**src/rtl/lut_u_pkg.sv**
```systemverilog
// Shared definitions for lut_u access logic: LUT geometry, word/address
// types and the round-robin pick helper used by rr_arbiter.
package lut_u_pkg;

    localparam int unsigned LUT_DATA_WIDTH = 16;
    localparam int unsigned LUT_ADDR_WIDTH = 8;
    localparam int unsigned RR_MAX_REQ     = 8;

    typedef logic [LUT_ADDR_WIDTH-1:0] lut_addr_t;
    typedef logic [LUT_DATA_WIDTH-1:0] lut_data_t;
    typedef logic [2:0]                rr_idx_t;

    typedef struct packed {
        logic    found;
        rr_idx_t idx;
    } rr_pick_t;

    // First set bit of valid at or after ptr, scanning upward and wrapping at n.
    function automatic rr_pick_t rr_pick(input logic [RR_MAX_REQ-1:0] valid,
                                         input rr_idx_t ptr,
                                         input int unsigned n);
        rr_pick_t    res;
        int unsigned j;
        res = '0;
        for (int unsigned i = 0; i < RR_MAX_REQ; i++) begin
            j = 32'(ptr) + i;
            if (j >= n) j = j - n;
            if (i < n && !res.found && valid[j[2:0]]) begin
                res.found = 1'b1;
                res.idx   = j[2:0];
            end
        end
        return res;
    endfunction

endpackage

```
**src/rtl/rr_arbiter.sv**
```systemverilog
// Round-robin arbiter: combinational pick from rr_ptr plus the pointer register.
// The pointer moves just past the granted requester whenever advance is set.
module rr_arbiter
    import lut_u_pkg::*;
#(
    parameter int unsigned N_REQ = 4
) (
    input  logic             clk,
    input  logic             reset,
    input  logic [N_REQ-1:0] req,
    input  logic             advance,
    output logic [N_REQ-1:0] grant,
    output logic [2:0]       index
);

    localparam rr_idx_t LAST_IDX = rr_idx_t'(N_REQ - 1);

    rr_idx_t  rr_ptr;
    rr_pick_t pick;

    // Pick the first requester at or after rr_ptr and form the one-hot grant
    always_comb begin
        pick  = rr_pick(RR_MAX_REQ'(req), rr_ptr, N_REQ);
        index = pick.idx;
        grant = pick.found ? (N_REQ'(1) << pick.idx) : '0;
    end

    // Granted requester becomes lowest priority on the next cycle
    always_ff @(posedge clk) begin
        if (reset) begin
            rr_ptr <= '0;
        end else if (advance && pick.found) begin
            rr_ptr <= (pick.idx == LAST_IDX) ? '0 : pick.idx + 3'd1;
        end
    end

endmodule

```
**src/rtl/lut_u_arbiter.sv**
```systemverilog
// Round-robin arbiter and read sequencer sharing one lut_u read port.
// Optional macro LUT_U_ARB_RSP_REG_EN: registered response stage (latency 2);
// when undefined the response is combinational from lut_q (latency 1).
module lut_u_arbiter
    import lut_u_pkg::*;
#(
    parameter int unsigned N_REQ      = 4,
    parameter int unsigned DATA_WIDTH = LUT_DATA_WIDTH,
    parameter int unsigned ADDR_WIDTH = LUT_ADDR_WIDTH
) (
    input  logic                        clk,
    input  logic                        reset,
    input  logic                        hold,
    input  logic [N_REQ-1:0]            req_valid,
    input  logic [N_REQ*ADDR_WIDTH-1:0] req_addr,
    output logic [N_REQ-1:0]            req_ready,
    output logic [ADDR_WIDTH-1:0]       lut_addr,
    input  logic [DATA_WIDTH-1:0]       lut_q,
    output logic [N_REQ-1:0]            rsp_valid,
    output logic [DATA_WIDTH-1:0]       rsp_data
);

    logic [N_REQ-1:0]      req_gated;
    logic [N_REQ-1:0]      grant;
    logic [2:0]            grant_idx;
    logic                  transfer;
    logic [ADDR_WIDTH-1:0] addr_sel;
    logic                  s1_valid;
    logic [2:0]            s1_id;
    logic [N_REQ-1:0]      s1_onehot;

    // New requests are offered to the arbiter only outside reset and hold
    always_comb begin
        req_gated = (reset || hold) ? '0 : req_valid;
        transfer  = |grant;
        req_ready = grant;
    end

    rr_arbiter #(
        .N_REQ(N_REQ)
    ) u_rr_arbiter (
        .clk    (clk),
        .reset  (reset),
        .req    (req_gated),
        .advance(transfer),
        .grant  (grant),
        .index  (grant_idx)
    );

    // One-hot mux of the granted requester's address
    always_comb begin
        addr_sel = '0;
        for (int unsigned i = 0; i < N_REQ; i++) begin
            if (grant[i]) addr_sel = req_addr[i*ADDR_WIDTH +: ADDR_WIDTH];
        end
    end

    // Access stage: register the granted address onto the LUT and tag it
    always_ff @(posedge clk) begin
        if (reset) begin
            s1_valid <= 1'b0;
            s1_id    <= '0;
            lut_addr <= '0;
        end else if (transfer) begin
            s1_valid <= 1'b1;
            s1_id    <= grant_idx;
            lut_addr <= addr_sel;
        end else begin
            s1_valid <= 1'b0;
        end
    end

    // Decode the in-flight access tag into the response strobe
    always_comb begin
        s1_onehot = s1_valid ? (N_REQ'(1) << s1_id) : '0;
    end

`ifdef LUT_U_ARB_RSP_REG_EN
    // Response stage: capture LUT word; data holds between responses
    always_ff @(posedge clk) begin
        if (reset) begin
            rsp_valid <= '0;
            rsp_data  <= '0;
        end else begin
            rsp_valid <= s1_onehot;
            if (s1_valid) rsp_data <= lut_q;
        end
    end
`else
    // Response passes straight through from the LUT in the access cycle
    always_comb begin
        rsp_valid = s1_onehot;
        rsp_data  = lut_q;
    end
`endif

endmodule

```
**config.mk**
```make
export PLATFORM = sky130hd
export DESIGN_NAME = lut_u_arbiter
export DESIGN_NICKNAME = d
export VERILOG_FILES = /design/src/rtl/lut_u_pkg.sv /design/src/rtl/rr_arbiter.sv /design/src/rtl/lut_u_arbiter.sv
export SDC_FILE = /design/constraint.sdc
export NUM_CORES = 1
export LEC_CHECK = 0
export CORE_AREA = 2 2 109 58
export CTS_CLUSTER_SIZE = 16
export DETAILED_ROUTE_END_ITERATION = 6
export DIE_AREA = 0 0 111 60
export PLACE_DENSITY = 0.58
export SYNTH_ARGS = -nofsm -noshare
export SYNTH_HDL_FRONTEND = slang
export SYNTH_HIERARCHICAL = 1
export SYNTH_SLANG_ARGS = --single-unit
```
**constraint.sdc**
```tcl
create_clock -name clk -period 9.3 [get_ports clk]
set_input_delay 1.86 -clock clk [delete_from_list [all_inputs] [get_ports clk]]
set_output_delay 1.86 -clock clk [all_outputs]
set_load 0.02 [all_outputs]
```
==> impl_metrics.toml, run 1 <==
[yosys]
synth_edf_count = 0
synthCells = 155
ys.flop_type = "dfxtp_1"
synthTopCellsByArea = "dfxtp_1, buf_4, or4bb_1"
synthArstFlopShare_pct = 0
ys_seq_elements = 15
yosysWarnings = 6
synth.avg_cell_area_um2 = 9.009
yosysTopAreaCell = "dfxtp_1"
syn-cell-area_mm2 = 0.001396
yosysTopAreaCellShare_pct = 21.51
synth.distinct_cells = 43
yosysSeqAreaShare_pct = 21.51
synth_nets = 216

[sta]
period_needed_ps = 7252
hold_viol_final = 0
finalSetupTns_ps = 0
rsz0062_at_grt = "false"
fmax_mhz = 137.9
worstMarginPinSlew_ps = 829.9
setup_viol = 0
slew_viol_final = 0
slew_headroom_pct = 44.47
finClkSkew_ps = 3.971
period_share_pct = 77.98

[floorplanning]
core-area_mm2 = 0.005781
io_pins = 87
start_util_pct = 24.16
rows = 20
dieWidth_um = 111
die_y_um = 60
fp.dieArea_mm2 = 0.006660

[worst_setup_path]
cp.arrival_ps = 5390
worstSetupPathType = "in2out"
worstSetupStartpointType = "primary input"
worstSetupEndpointType = "output port"
required_ps = 7440
worst-path-max-fanout = 18
regToRegSetupSlack_ps = 4880

[drt]
antenna_left = 0
m1WireLength_um = 1981
drc = 0
wl_met2_um = 1354
met3_length_um = 245
wirelength_um = 3622
routedWlPerCell_um = 13.62
drt_pre_antenna_iters = 4
top_layer = "met4"
vias = 1271
drtIter0Drc = 89
viasPerCell = 4.778

[finish]
layout_common_cells = "clkdlybuf4s50_1, dfxtp_1"
area_growth_pct = 38.71
n_fill_cell = 590
layout-drive-gt1-share_pct = 8.995
final_nets = 251
diodes = 0
final_common_cell = "clkdlybuf4s50_1"

[global_route]
grt_max_degree = 27
grt_antenna_before_repair = 0
grt_usage_pct = 11.08
grt_pass1_vias = 1203
grt_overflow = 0
grt_pass1_wl_um = 5899

[pwr]
vdd_drop_max_mv = 0.08248
powerDensity_mw_per_mm2 = 229.2
finalPower_uw = 444.0
p_leak_nw = 0.6997

[clock_network]
cts_buffer_depth = 2
cts_max_level = 1
cts_hold_buf = 0
cts-resized-gates = 0
clockRootBuffer = "clkbuf_16"
cts.clk_slew.worst_paths_ps = 50
cts_setup_buffers = 0
clock_latency_ps = 240
cts_num_sinks = 15
cts_tree = "yes"
cts_buffers = 3

[placed_design]
place_congestion = 0.7637
io_buffers = 54
dp_hpwl_um = 2844

[worst_hold_path]
hold_class = "reg2reg"

[run]
drv_cap = 0

[status]
outcome = "finished, final reports clean"
## cell type report
| class | count | area [um2] | area share [%] |
|---|---|---|---|
| clock buffer | 4 | 78.83 | 4.070 |
| sequential | 15 | 300.3 | 15.50 |
| multi-input combinational | 113 | 909.6 | 46.96 |
| timing repair buffer | 54 | 540.5 | 27.91 |
| inverter | 3 | 11.26 | 0.5814 |
| tap | 77 | 96.34 | 4.974 |
## final timing paths
kind                          start      endpoint  cells past startpoint
max                           reset  req_ready[3]                     10
min reg2reg             lut_addr[2]   lut_addr[2]                      1
max reg2reg  u_rr_arbiter/rr_ptr[0]      s1_id[2]                     11
min                     lut_addr[2]   lut_addr[2]                      1
## sequential cells by signal (all words and copies together) (netlist names)
register and cells:
s1_id 3, lut_addr 8, s1_valid 1, u_rr_arbiter/rr_ptr 3
## cell usage after synthesis, drive strengths merged (6+ instances only)
master,n
dfxtp,15
nand3,9
nand2,6
buf,22
or4bb,8
nand3b,9
a32o,8
a21oi,9
nand2b,9
ha,6
and2,8
## kinds of logic (layout without fill, tap and decap cells)
group                    count (synthesis)  count (layout)  share of synthesized area [%]
AO/OA/AOI/OAI                           34              34                          19.71
adder cells (fa/ha/maj)                  6               6                          5.376
buffers and inverters                   27              61                          13.35
flip-flops                              15              15                          21.51
multiplexers                             6               6                          6.452
other                                    1               1                         0.2686
AND/OR/NAND/NOR                         66              66                          33.33
## worst max-delay path, stage by stage
cell and delay (ps):
clkdlybuf4s50_1 650, nor2_1 120, and2_1 220, mux2_2 310, o2bb2ai_2 140, a2111oi_0 530, o32a_1 310, ha_1 200
and2_2 380, clkdlybuf4s50_1 670
## stage by stage
step	instances	utilization [%]	hold WS, ps	worst slack, ps	cell area, um2
detailed placement	262	32.14	458.4	2054	1858
global placement	262	32.14	454.6	2114	1858
global route	266	33.51	490.1	1737	1937
floorplan	155	-	455.5	3779	1396
CTS	266	33.51	469.6	2042	1937
finish	266	33.51	465.9	2048	1937
## routing by layer
metal / global-route usage, % / vias up
met1: 16.46 / 588
li1: - / 637
met5: 0 / -
met3: 3.651 / 4
met2: 14.55 / 42
met4: 3.929 / 0
## power breakdown
| part | internal (mW) | leakage, nW | switching (mW) |
|---|---|---|---|
| clock network | 0.0580 | 0.0382 | 0.0249 |
| registers | 0.0790 | 0.122 | 0.0184 |
| logic | 0.128 | 0.539 | 0.136 |
| total | 0.265 | 0.700 | 0.179 |
No activity file was read; power rests on OpenSTA's default activity.
==> run 2: changes to the inputs <==
- clock period: 9.3 -> 6.8 ns (I/O delays scaled with it)
==> impl_metrics.toml, run 2 (synthesis gave the netlist of run 1 again) <==
[placed_design]
io_buffers = 54
dp_hpwl_um = 2842
place_inst = 262
place_congestion = 0.7467

[global_route]
grt_usage_pct = 11.32
grt_pass1_wl_um = 5940
grt_pass1_vias = 1158
grt_max_degree = 27
grt_antenna_before_repair = 0
grt_overflow = 0

[sta]
slew_viol_final = 0
hold_viol_final = 0
slew_headroom_pct = 44.35
period_share_pct = 91.56
fmax_mhz = 160.6
finalSetupTns_ps = 0
setup_viol = 0
period_needed_ps = 6226
rsz0062_at_grt = "false"
worstMarginPinSlew_ps = 831.7
finClkSkew_ps = 3.489

[drt]
drtIter0Drc = 101
routedWlPerCell_um = 13.61
met3_length_um = 250
drc = 0
wirelength_um = 3619
wl_met2_um = 1395
vias = 1301
m1WireLength_um = 1946
top_layer = "met4"
antenna_left = 0
drt_pre_antenna_iters = 4
viasPerCell = 4.891

[clock_network]
cts_buffers = 3
cts-resized-gates = 0
clock_latency_ps = 240
cts_buffer_depth = 2
cts.clk_slew.worst_paths_ps = 50
cts_tree = "yes"
clockRootBuffer = "clkbuf_16"
cts_hold_buf = 0
cts_num_sinks = 15
cts_setup_buffers = 0
cts_max_level = 1

[finish]
final_cells = 266
layout_common_cells = "clkdlybuf4s50_1, dfxtp_1"
layout-drive-gt1-share_pct = 9.524
top_regs = "lut_addr x8, s1_id x3, u_rr_arbiter/rr_ptr x3"
postLayoutCoreUtil_pct = 33.53
seq_area_um2 = 300.3
diodes = 0
regMostFlops = "lut_addr"
final_common_cell = "clkdlybuf4s50_1"
area_growth_pct = 38.80
largest_reg_flops = 8
n_fill_cell = 614
multi_input_comb_area_um2 = 909.6
final_nets = 251

[worst_setup_path]
worstSetupStartpointType = "primary input"
critPathMostFrequentCell = "clkdlybuf4s50_1"
required_ps = 5440
crit_family = "buffers and inverters"
crit_chain = "clkdlybuf4s50_1 -> nor2_1 -> and2_1 -> mux2_2 -> o2bb2ai_2 -> a2111oi_0 -> o32a_1 -> ha_1 -> and2_2 -> clkdlybuf4s50_1"
cp.arrival_ps = 4870
worst-path-max-fanout = 18
slowest_delay_ps = 670
regToRegSetupSlack_ps = 2370
slowest_stage = "clkdlybuf4s50_1"
worstSetupEndpointType = "output port"
crit_buf_inv = 2
worstSetupPathType = "in2out"

[floorplanning]
io_pins = 87
rows = 20
fp.dieArea_mm2 = 0.006660
core-area_mm2 = 0.005781
die_y_um = 60
start_util_pct = 24.16
dieWidth_um = 111

[worst_hold_path]
hold_class = "reg2reg"

[pwr]
p_leak_nw = 0.7025
powerDensity_mw_per_mm2 = 314.8
vdd_drop_max_mv = 0.1453

[status]
outcome = "finished, final reports clean"

[run]
drv_cap = 0
-- run 2: area by class of cell --
type / instances / share of cell area (%)
Timing Repair Buffer: 54 / 27.89
Inverter: 3 / 0.5810
Sequential cell: 15 / 15.49
Clock inverter: 1 / 0.2582
Multi-Input combinational cell: 113 / 46.93
Tap cell: 77 / 4.971
Clock buffer: 3 / 3.873
-- run 2: per-layer routing --
metal | track usage, % | up-vias
li1 | - | 637
met1 | 17.06 | 620
met2 | 14.99 | 42
met3 | 3.955 | 2
met4 | 2.679 | 0
met5 | 0 | -
-- run 2: worst register-to-register path, stage by stage (launching register included) --
cell and delay, ps:
dfxtp_1 590, inv_1 150, ha_1 410, mux4_1 260, o21ai_0 130, a2111oi_0 390, nand3b_1 320, inv_1 110
ha_1 210, and2_2 290, or4_4 610, nor2_1 660, a22o_2 270
-- run 2: stage by stage --
| step | hold slack [ps] | setup WS, ps | instance area [um2] | power [mW] |
|---|---|---|---|---|
| final | 466.6 | 574.1 | 1938 | 0.6102 |
| after global routing | 491.2 | 360.7 | 1938 | 0.6604 |
| after CTS | 470.4 | 552.8 | 1938 | 0.6129 |
| after detailed placement | 458.4 | 547.8 | 1858 | 0.4947 |
| after global placement | 453.3 | 612.7 | 1858 | 0.4954 |
| after floorplan | 455.5 | 2279 | 1396 | 0.4060 |
-- run 2: final timing paths --
| kind | from | end | cells after the start |
|---|---|---|---|
| setup reg to reg | u_rr_arbiter/rr_ptr[0] | s1_id[1] | 12 |
| hold / removal | lut_addr[2] | lut_addr[2] | 1 |
| hold reg to reg | lut_addr[2] | lut_addr[2] | 1 |
| setup / recovery | reset | req_ready[3] | 10 |
-- run 2: power breakdown --
group          leakage, nW  switching, mW  internal [mW]  total (mW)
clock               0.0409         0.0371         0.0786       0.116
sequential           0.122         0.0251          0.108       0.133
combinational        0.539          0.187          0.174       0.361
